[src/rtl/multi_button_event_detector_if.sv]
// Button event bus: raw pins in, debounced level and one-cycle event pulses out.
//   signal           raw button pins (asynchronous to clk)
//   level            debounced level, 1 = pressed
//   press_pulse      one-cycle pulse on an accepted press
//   release_pulse    one-cycle pulse on an accepted release
//   long_press_pulse one-cycle pulse once per press after the long-press time
//   repeat_pulse     periodic one-cycle pulse while held beyond the long press
// master = pin driver / event consumer side, slave = the detector.
interface multi_button_event_detector_if #(
  parameter int unsigned CHANNELS = 4
);
  logic [CHANNELS-1:0] signal;
  logic [CHANNELS-1:0] level;
  logic [CHANNELS-1:0] press_pulse;
  logic [CHANNELS-1:0] release_pulse;
  logic [CHANNELS-1:0] long_press_pulse;
  logic [CHANNELS-1:0] repeat_pulse;

  modport master (
    output signal,
    input  level, press_pulse, release_pulse, long_press_pulse, repeat_pulse
  );

  modport slave (
    input  signal,
    output level, press_pulse, release_pulse, long_press_pulse, repeat_pulse
  );
endinterface

[src/rtl/multi_button_event_detector.sv]
// Multi-channel push-button front end: per channel a 2-flop synchroniser with
// optional inversion, counter debounce, press/release one-shots, long-press
// detection and optional auto-repeat. All outputs are registered.
//   clk  system clock
//   rst  asynchronous active-high reset
//   bus  slave side of multi_button_event_detector_if (pins in, events out)
module multi_button_event_detector #(
  parameter int unsigned CHANNELS             = 4,
  parameter int unsigned INVERT_LOGIC         = 0,
  parameter int unsigned DEBOUNCE_THRESHOLD   = 5000,
  parameter int unsigned LONG_PRESS_THRESHOLD = 50000000,
  parameter int unsigned REPEAT_PERIOD        = 10000000,
  parameter int unsigned REPEAT_EN            = 1
) (
  input logic                            clk,
  input logic                            rst,
  multi_button_event_detector_if.slave   bus
);

  localparam int unsigned DB_W     = $clog2(DEBOUNCE_THRESHOLD + 1);
  localparam int unsigned HOLD_MAX = (LONG_PRESS_THRESHOLD > REPEAT_PERIOD) ?
                                     LONG_PRESS_THRESHOLD : REPEAT_PERIOD;
  localparam int unsigned HOLD_W   = $clog2(HOLD_MAX + 1);
  localparam logic        IDLE_PIN = 1'(INVERT_LOGIC);

  localparam logic [DB_W-1:0]   DB_LAST   = DB_W'(DEBOUNCE_THRESHOLD - 1);
  localparam logic [DB_W-1:0]   DB_ONE    = DB_W'(1);
  localparam logic [HOLD_W-1:0] LONG_LAST = HOLD_W'(LONG_PRESS_THRESHOLD - 1);
  localparam logic [HOLD_W-1:0] REP_LAST  = HOLD_W'(REPEAT_PERIOD - 1);
  localparam logic [HOLD_W-1:0] HOLD_ONE  = HOLD_W'(1);

  typedef enum logic [1:0] {IDLE, PRESSED, HELD} state_t;

  for (genvar i = 0; i < CHANNELS; i++) begin : g_ch
    logic [1:0]        sync_q;
    logic              s;
    logic [DB_W-1:0]   db_cnt_q, db_cnt_d;
    logic              level_q, level_d;
    state_t            state_q, state_d;
    logic [HOLD_W-1:0] hold_q, hold_d;
    logic              press_q, press_d;
    logic              release_q, release_d;
    logic              long_q, long_d;
    logic              repeat_q, repeat_d;

    // Synchronised, polarity-corrected pin (1 = pressed)
    assign s = sync_q[1] ^ IDLE_PIN;

    // Debounce and event FSM next-state; level change and its event share an edge
    always_comb begin
      db_cnt_d  = '0;
      level_d   = level_q;
      state_d   = state_q;
      hold_d    = hold_q;
      press_d   = 1'b0;
      release_d = 1'b0;
      long_d    = 1'b0;
      repeat_d  = 1'b0;

      if (s != level_q) begin
        if (db_cnt_q == DB_LAST) level_d  = s;
        else                     db_cnt_d = db_cnt_q + DB_ONE;
      end

      // Release wins over any long-press/repeat due on the same edge
      if (level_q && !level_d) begin
        release_d = 1'b1;
        state_d   = IDLE;
        hold_d    = '0;
      end else begin
        case (state_q)
          IDLE: begin
            if (!level_q && level_d) begin
              press_d = 1'b1;
              hold_d  = HOLD_ONE;
              state_d = PRESSED;
            end
          end
          PRESSED: begin
            if (hold_q == LONG_LAST) begin
              long_d  = 1'b1;
              hold_d  = '0;
              state_d = HELD;
            end else begin
              hold_d = hold_q + HOLD_ONE;
            end
          end
          HELD: begin
            if (REPEAT_EN == 0) begin
              hold_d = '0;
            end else if (hold_q == REP_LAST) begin
              repeat_d = 1'b1;
              hold_d   = '0;
            end else begin
              hold_d = hold_q + HOLD_ONE;
            end
          end
          default: begin
            state_d = IDLE;
            hold_d  = '0;
          end
        endcase
      end
    end

    // State register; synchroniser resets to the idle pin value
    always_ff @(posedge clk or posedge rst) begin
      if (rst) begin
        sync_q    <= {2{IDLE_PIN}};
        db_cnt_q  <= '0;
        level_q   <= 1'b0;
        state_q   <= IDLE;
        hold_q    <= '0;
        press_q   <= 1'b0;
        release_q <= 1'b0;
        long_q    <= 1'b0;
        repeat_q  <= 1'b0;
      end else begin
        sync_q    <= {sync_q[0], bus.signal[i]};
        db_cnt_q  <= db_cnt_d;
        level_q   <= level_d;
        state_q   <= state_d;
        hold_q    <= hold_d;
        press_q   <= press_d;
        release_q <= release_d;
        long_q    <= long_d;
        repeat_q  <= repeat_d;
      end
    end

    assign bus.level[i]            = level_q;
    assign bus.press_pulse[i]      = press_q;
    assign bus.release_pulse[i]    = release_q;
    assign bus.long_press_pulse[i] = long_q;
    assign bus.repeat_pulse[i]     = repeat_q;
  end

endmodule
[src/flat_wrapper.sv]
// flat-port wrapper written by rule: the top's interface ports become plain ports
module multi_button_event_detector_flat 
#(
  parameter int unsigned CHANNELS             = 4,
  parameter int unsigned INVERT_LOGIC         = 0,
  parameter int unsigned DEBOUNCE_THRESHOLD   = 5000,
  parameter int unsigned LONG_PRESS_THRESHOLD = 50000000,
  parameter int unsigned REPEAT_PERIOD        = 10000000,
  parameter int unsigned REPEAT_EN            = 1
)
  (clk, rst, bus_signal, bus_level, bus_press_pulse, bus_release_pulse, bus_long_press_pulse, bus_repeat_pulse);
  multi_button_event_detector_if #(.CHANNELS(CHANNELS)) bus_i ();
  input logic clk;
  input logic rst;
  input wire logic [$bits(bus_i.signal)-1:0] bus_signal;
  output wire logic [$bits(bus_i.level)-1:0] bus_level;
  output wire logic [$bits(bus_i.press_pulse)-1:0] bus_press_pulse;
  output wire logic [$bits(bus_i.release_pulse)-1:0] bus_release_pulse;
  output wire logic [$bits(bus_i.long_press_pulse)-1:0] bus_long_press_pulse;
  output wire logic [$bits(bus_i.repeat_pulse)-1:0] bus_repeat_pulse;
  assign bus_i.signal = bus_signal;
  assign bus_level = bus_i.level;
  assign bus_press_pulse = bus_i.press_pulse;
  assign bus_release_pulse = bus_i.release_pulse;
  assign bus_long_press_pulse = bus_i.long_press_pulse;
  assign bus_repeat_pulse = bus_i.repeat_pulse;
  multi_button_event_detector #(.CHANNELS(CHANNELS), .INVERT_LOGIC(INVERT_LOGIC), .DEBOUNCE_THRESHOLD(DEBOUNCE_THRESHOLD), .LONG_PRESS_THRESHOLD(LONG_PRESS_THRESHOLD), .REPEAT_PERIOD(REPEAT_PERIOD), .REPEAT_EN(REPEAT_EN)) u_core (.clk(clk), .rst(rst), .bus(bus_i));
endmodule
[config.mk]
export PLATFORM = sky130hd
export DESIGN_NAME = multi_button_event_detector_flat
export DESIGN_NICKNAME = d
export VERILOG_FILES = /design/src/rtl/multi_button_event_detector_if.sv /design/src/rtl/multi_button_event_detector.sv /design/src/flat_wrapper.sv
export SDC_FILE = /design/constraint.sdc
export NUM_CORES = 1
export LEC_CHECK = 0
export BUFFER_PORTS_ARGS = -buffer_cell sky130_fd_sc_hd__buf_2
export CAP_MARGIN = 20
export CELL_PAD_IN_SITES_DETAIL_PLACEMENT = 2
export CELL_PAD_IN_SITES_GLOBAL_PLACEMENT = 2
export CORE_UTILIZATION = 43
export DETAILED_ROUTE_END_ITERATION = 10
export GPL_TIMING_DRIVEN = 0
export PLACE_DENSITY = 0.84
export SLEW_MARGIN = 0
export SYNTH_ARGS = -nofsm -noshare
export SYNTH_HDL_FRONTEND = slang
export SYNTH_SLANG_ARGS = --single-unit
[constraint.sdc]
create_clock -name clk -period 12 [get_ports clk]
set_input_delay 1.2 -clock clk [delete_from_list [all_inputs] [get_ports clk]]
set_output_delay 1.2 -clock clk [all_outputs]
set_load 0.01 [all_outputs]
==> metrics.md <==
| Metric | Value |
|---|---|
| Vias per inst | `a little over 6` |
| Dpl hpwl | `22100 microns` |
| Dpl cells | `between 1500 and 2000` |
| Reg clk slew, reported paths | `0.08 ns` |
| Max capacitance violation total | `0` |
| Initial Utilization | `~44%` |
| Hold path endpoint | `u_core.g_ch[0].sync_q[1]` |
| H-tree depth | `4` |
| DIE AREA | `~26000 sq um` |
| CP required | `~12 ns` |
| Yosys warnings | `0` |
| DR WL/cell | `about 21 microns` |
| Latest clock arrival within the worst-skew pair | `0.45 ns` |
| Final ANT Viol Nets | `0` |
| Hold depth | `0` |
| Area of the core | `about 25000 sq um` |
| Die Ht | `about 160 microns` |
| Post-synth EDFFs | `0` |
| Count of non-filler cells in the finished layout | `1603` |
| Gpl congestion | `~0.8` |
| Syn_nets | `1243` |
| Leading area contributor after synthesis | `dfrtp_1` |
| Nets | `about 1300` |
| CTS sink count | `~190` |
| Hold crit path type | `reg -> reg` |
| Clk_skew | `about 0.013 ns` |
| Pwr Total | `approximately 1300 uW` |
| Worst-path maximum fanout | `10` |
| Mapped Area | `between 10000 and 15000 sq um` |
| Post-synthesis simple-gate area fraction | `roughly 30%` |
| Xor/xnor share of the synthesized area | `4.36%` |
| CTS tree | `yes` |
| Startpoint Class | `register` |
| RSZ-0062 raised after global routing | `false` |
| Seq cells post-synth | `192` |
| CTS resizes | `0` |
| Num CTS Buffers | `17` |
| Hold path startpoint | `u_core.g_ch[0].sync_q[0]` |
| R2R setup slack | `~8.6 ns` |
| Vias | `9774` |
| Area grow syn2layout | `11.0%` |
| Mux cell area share after synthesis | `0.289%` |
| Hold_buf cts | `0` |
| CP Class | `reg -> reg` |
| Setup crit end kind | `register` |
| Period minus WS final | `3.40 ns` |
| Arr. time, crit path | `3.76 ns` |
| Synth Area in Compound Gates | `approximately 15%` |
| Final setup fails | `0` |
| Unique masters post-synth | `between 70 and 80` |
| Final WL | `around 34000 microns` |
| CTS Buffer Depth | `2` |
| Cells after Synth | `1221` |
| Synth top area share | `44.3%` |
| IO Port Bufs | `25` |
| Ys async rst share | `100%` |
| CTS root buffer | `clkbuf_16` |
| Main combinational cell family by area after synthesis | `simple AND/OR/NAND/NOR gates` |
| Vias in the first global route | `about 11000` |
| Post-route DRC | `0` |
| Status | `completed` |
| Final Hold Viols | `0` |
| Slew Limit Headroom | `between 30 and 40%` |
| Largest net degree at the start of global routing | `123` |
| Worst R2R Path Depth | `9` |
| ANT cells | `0` |
| First-pass GRT wire length | `about 57000 microns` |
| DRT iter0 DRCs | `around 500` |
| Drt pass-1 iters | `5` |
| FP Rows | `between 50 and 60` |
| Area contributors post-synth | `dfrtp_1 44%, nand2_1 6.3%, nor2_1 3.6%` |
| Top Ports | `26` |
| Worst Max-Slew Pin Slew | `0.933 ns` |
| Max VDD drop | `a little under 0.00007 V` |
| Tcrit/Tclk final | `approximately 28%` |
| Power per Cell Area | `109 nW/um^2` |
| Die W | `approximately 160 microns` |
| GRT Total Usage | `27.4%` |
| RR Startpoint | `u_core.g_ch[1].db_cnt_q[3]` |
| Top_reg_cell synth | `dfrtp_1` |
| FMAX | `294 MHz` |
| Share of cells above drive strength 1 | `under 10%` |
| Initial antenna violation count | `0` |
| Setup TNS | `0 ns` |
| FILL cells | `roughly 2700` |
| Adder-cell share of the synthesized area | `roughly 1.8%` |
| Mean post-synth cell area | `8.87 sq um` |
| Reg-to-reg endpoint | `u_core.g_ch[1].hold_q[10]` |
| Number of post-CTS setup repair buffers | `0` |
| Pleak | `roughly 0.0052 uW` |
| Post-synthesis sequential area ratio | `between 40% and 50%` |
| Pins Over Slew Limit | `0` |
| Total grt overflow | `0` |
==> cell families (layout without fill, tap and decap cells) <==
family	after synthesis	count (layout)
multiplexers	3	3
AO/OA/AOI/OAI	231	231
XOR/XNOR	54	54
buffers and inverters	104	162
adder cells (fa/ha/maj)	16	16
flip-flops	192	192
AND/OR/NAND/NOR	621	621
==> state kept, by name, summed over array words and instances (netlist names) <==
signal                 cells
u_core.g_ch.hold_q       104
u_core.g_ch.db_cnt_q      52
u_core.g_ch.state_q        8
u_core.g_ch.sync_q         8
u_core.g_ch.level_q        4
u_core.g_ch.long_q         4
u_core.g_ch.press_q        4
u_core.g_ch.release_q      4
u_core.g_ch.repeat_q       4
==> worst max-delay path: stages, from the launching register on <==
cell,delay (ns)
dfrtp_1,0.44
or4_1,0.53
nor2_1,0.10
nand4_1,0.18
mux2i_1,0.20
ha_1,0.32
a2111oi_1,0.65
clkbuf_1,0.45
o211ai_1,0.20
a22oi_1,0.23
==> how the worst max path moves through the flow <==
stage               slack [ns]                    endpoint                        from
detailed placement        8.69    u_core.g_ch[2].hold_q[4]  u_core.g_ch[2].db_cnt_q[0]
global route              8.28   u_core.g_ch[1].hold_q[10]  u_core.g_ch[1].db_cnt_q[3]
global placement          3.02   u_core.g_ch[0].hold_q[21]                         rst
finish                    8.60   u_core.g_ch[1].hold_q[10]  u_core.g_ch[1].db_cnt_q[3]
CTS                       8.60    u_core.g_ch[2].hold_q[4]  u_core.g_ch[2].db_cnt_q[0]
floorplan                 5.57  u_core.g_ch[0].db_cnt_q[0]                         rst
==> power breakdown <==
part           switching (uW)  internal, uW  total (uW)  leakage (uW)
Sequential               4.53           651         655       0.00265
Clock                     294           336         630      0.000307
Combinational            20.6          6.07        26.7       0.00227
==> layer usage <==
metal  up-vias  part of all wire, %  global-route usage (%)
met5         -                    0                       0
met4         0                  1.6                    9.48
met3        45                  2.2                    3.28
met2       135                   52                    49.5
met1      5074                   44                    33.5
li1       4520                    -                       -
==> through the flow <==
stage                     util (%)  worst slack [ns]  hold slack [ns]  area (sq um)
after floorplan                  -              5.57            0.331         10800
after global placement        46.3              3.02            0.343         11400
after detailed placement      46.5              8.69            0.340         11400
after CTS                     49.0              8.60            0.367         12000
after global routing          49.0              8.28            0.382         12000
final                         49.0              8.60            0.363         12000
==> cell usage in the layout, fill, tap and decap left out, drive strengths merged, types with 15 or more instances in the layout <==
master,instances
and3,28
nand4,40
nor3,35
xnor2,20
o21ai,52
a21oi,23
o211ai,24
clkbuf,58
or3,22
o221ai,17
nor4,44
nand2,183
xor2,34
nand3,60
or4,15
ha,16
and2,22
buf,50
nor2,104
dfrtp,192
inv,46
o22ai,35
==> layout make-up <==
type	instances	area, sq um	share of cell area (%)
Clock buffer	17	425	3.54
Buffer	65	324	2.70
Tap cell	324	405	3.37
Timing Repair Buffer	26	153	1.27
Multi-Input combinational cell	925	5560	46.2
Clock inverter	15	196	1.63
Inverter	39	154	1.28
Sequential cell	192	4800	40.0
==> cells in the mapped netlist (all sizes together), types with 22 or more instances <==
cell type / n
nand4: 40
a21oi: 23
nor3: 35
o21ai: 52
dfrtp: 192
or3: 22
and3: 28
o22ai: 35
nor2: 104
nand2: 183
nand3: 60
xor2: 34
o211ai: 24
nor4: 44
clkbuf: 41
and2: 22
buf: 24
inv: 39
(Power assumes the default switching activity.)
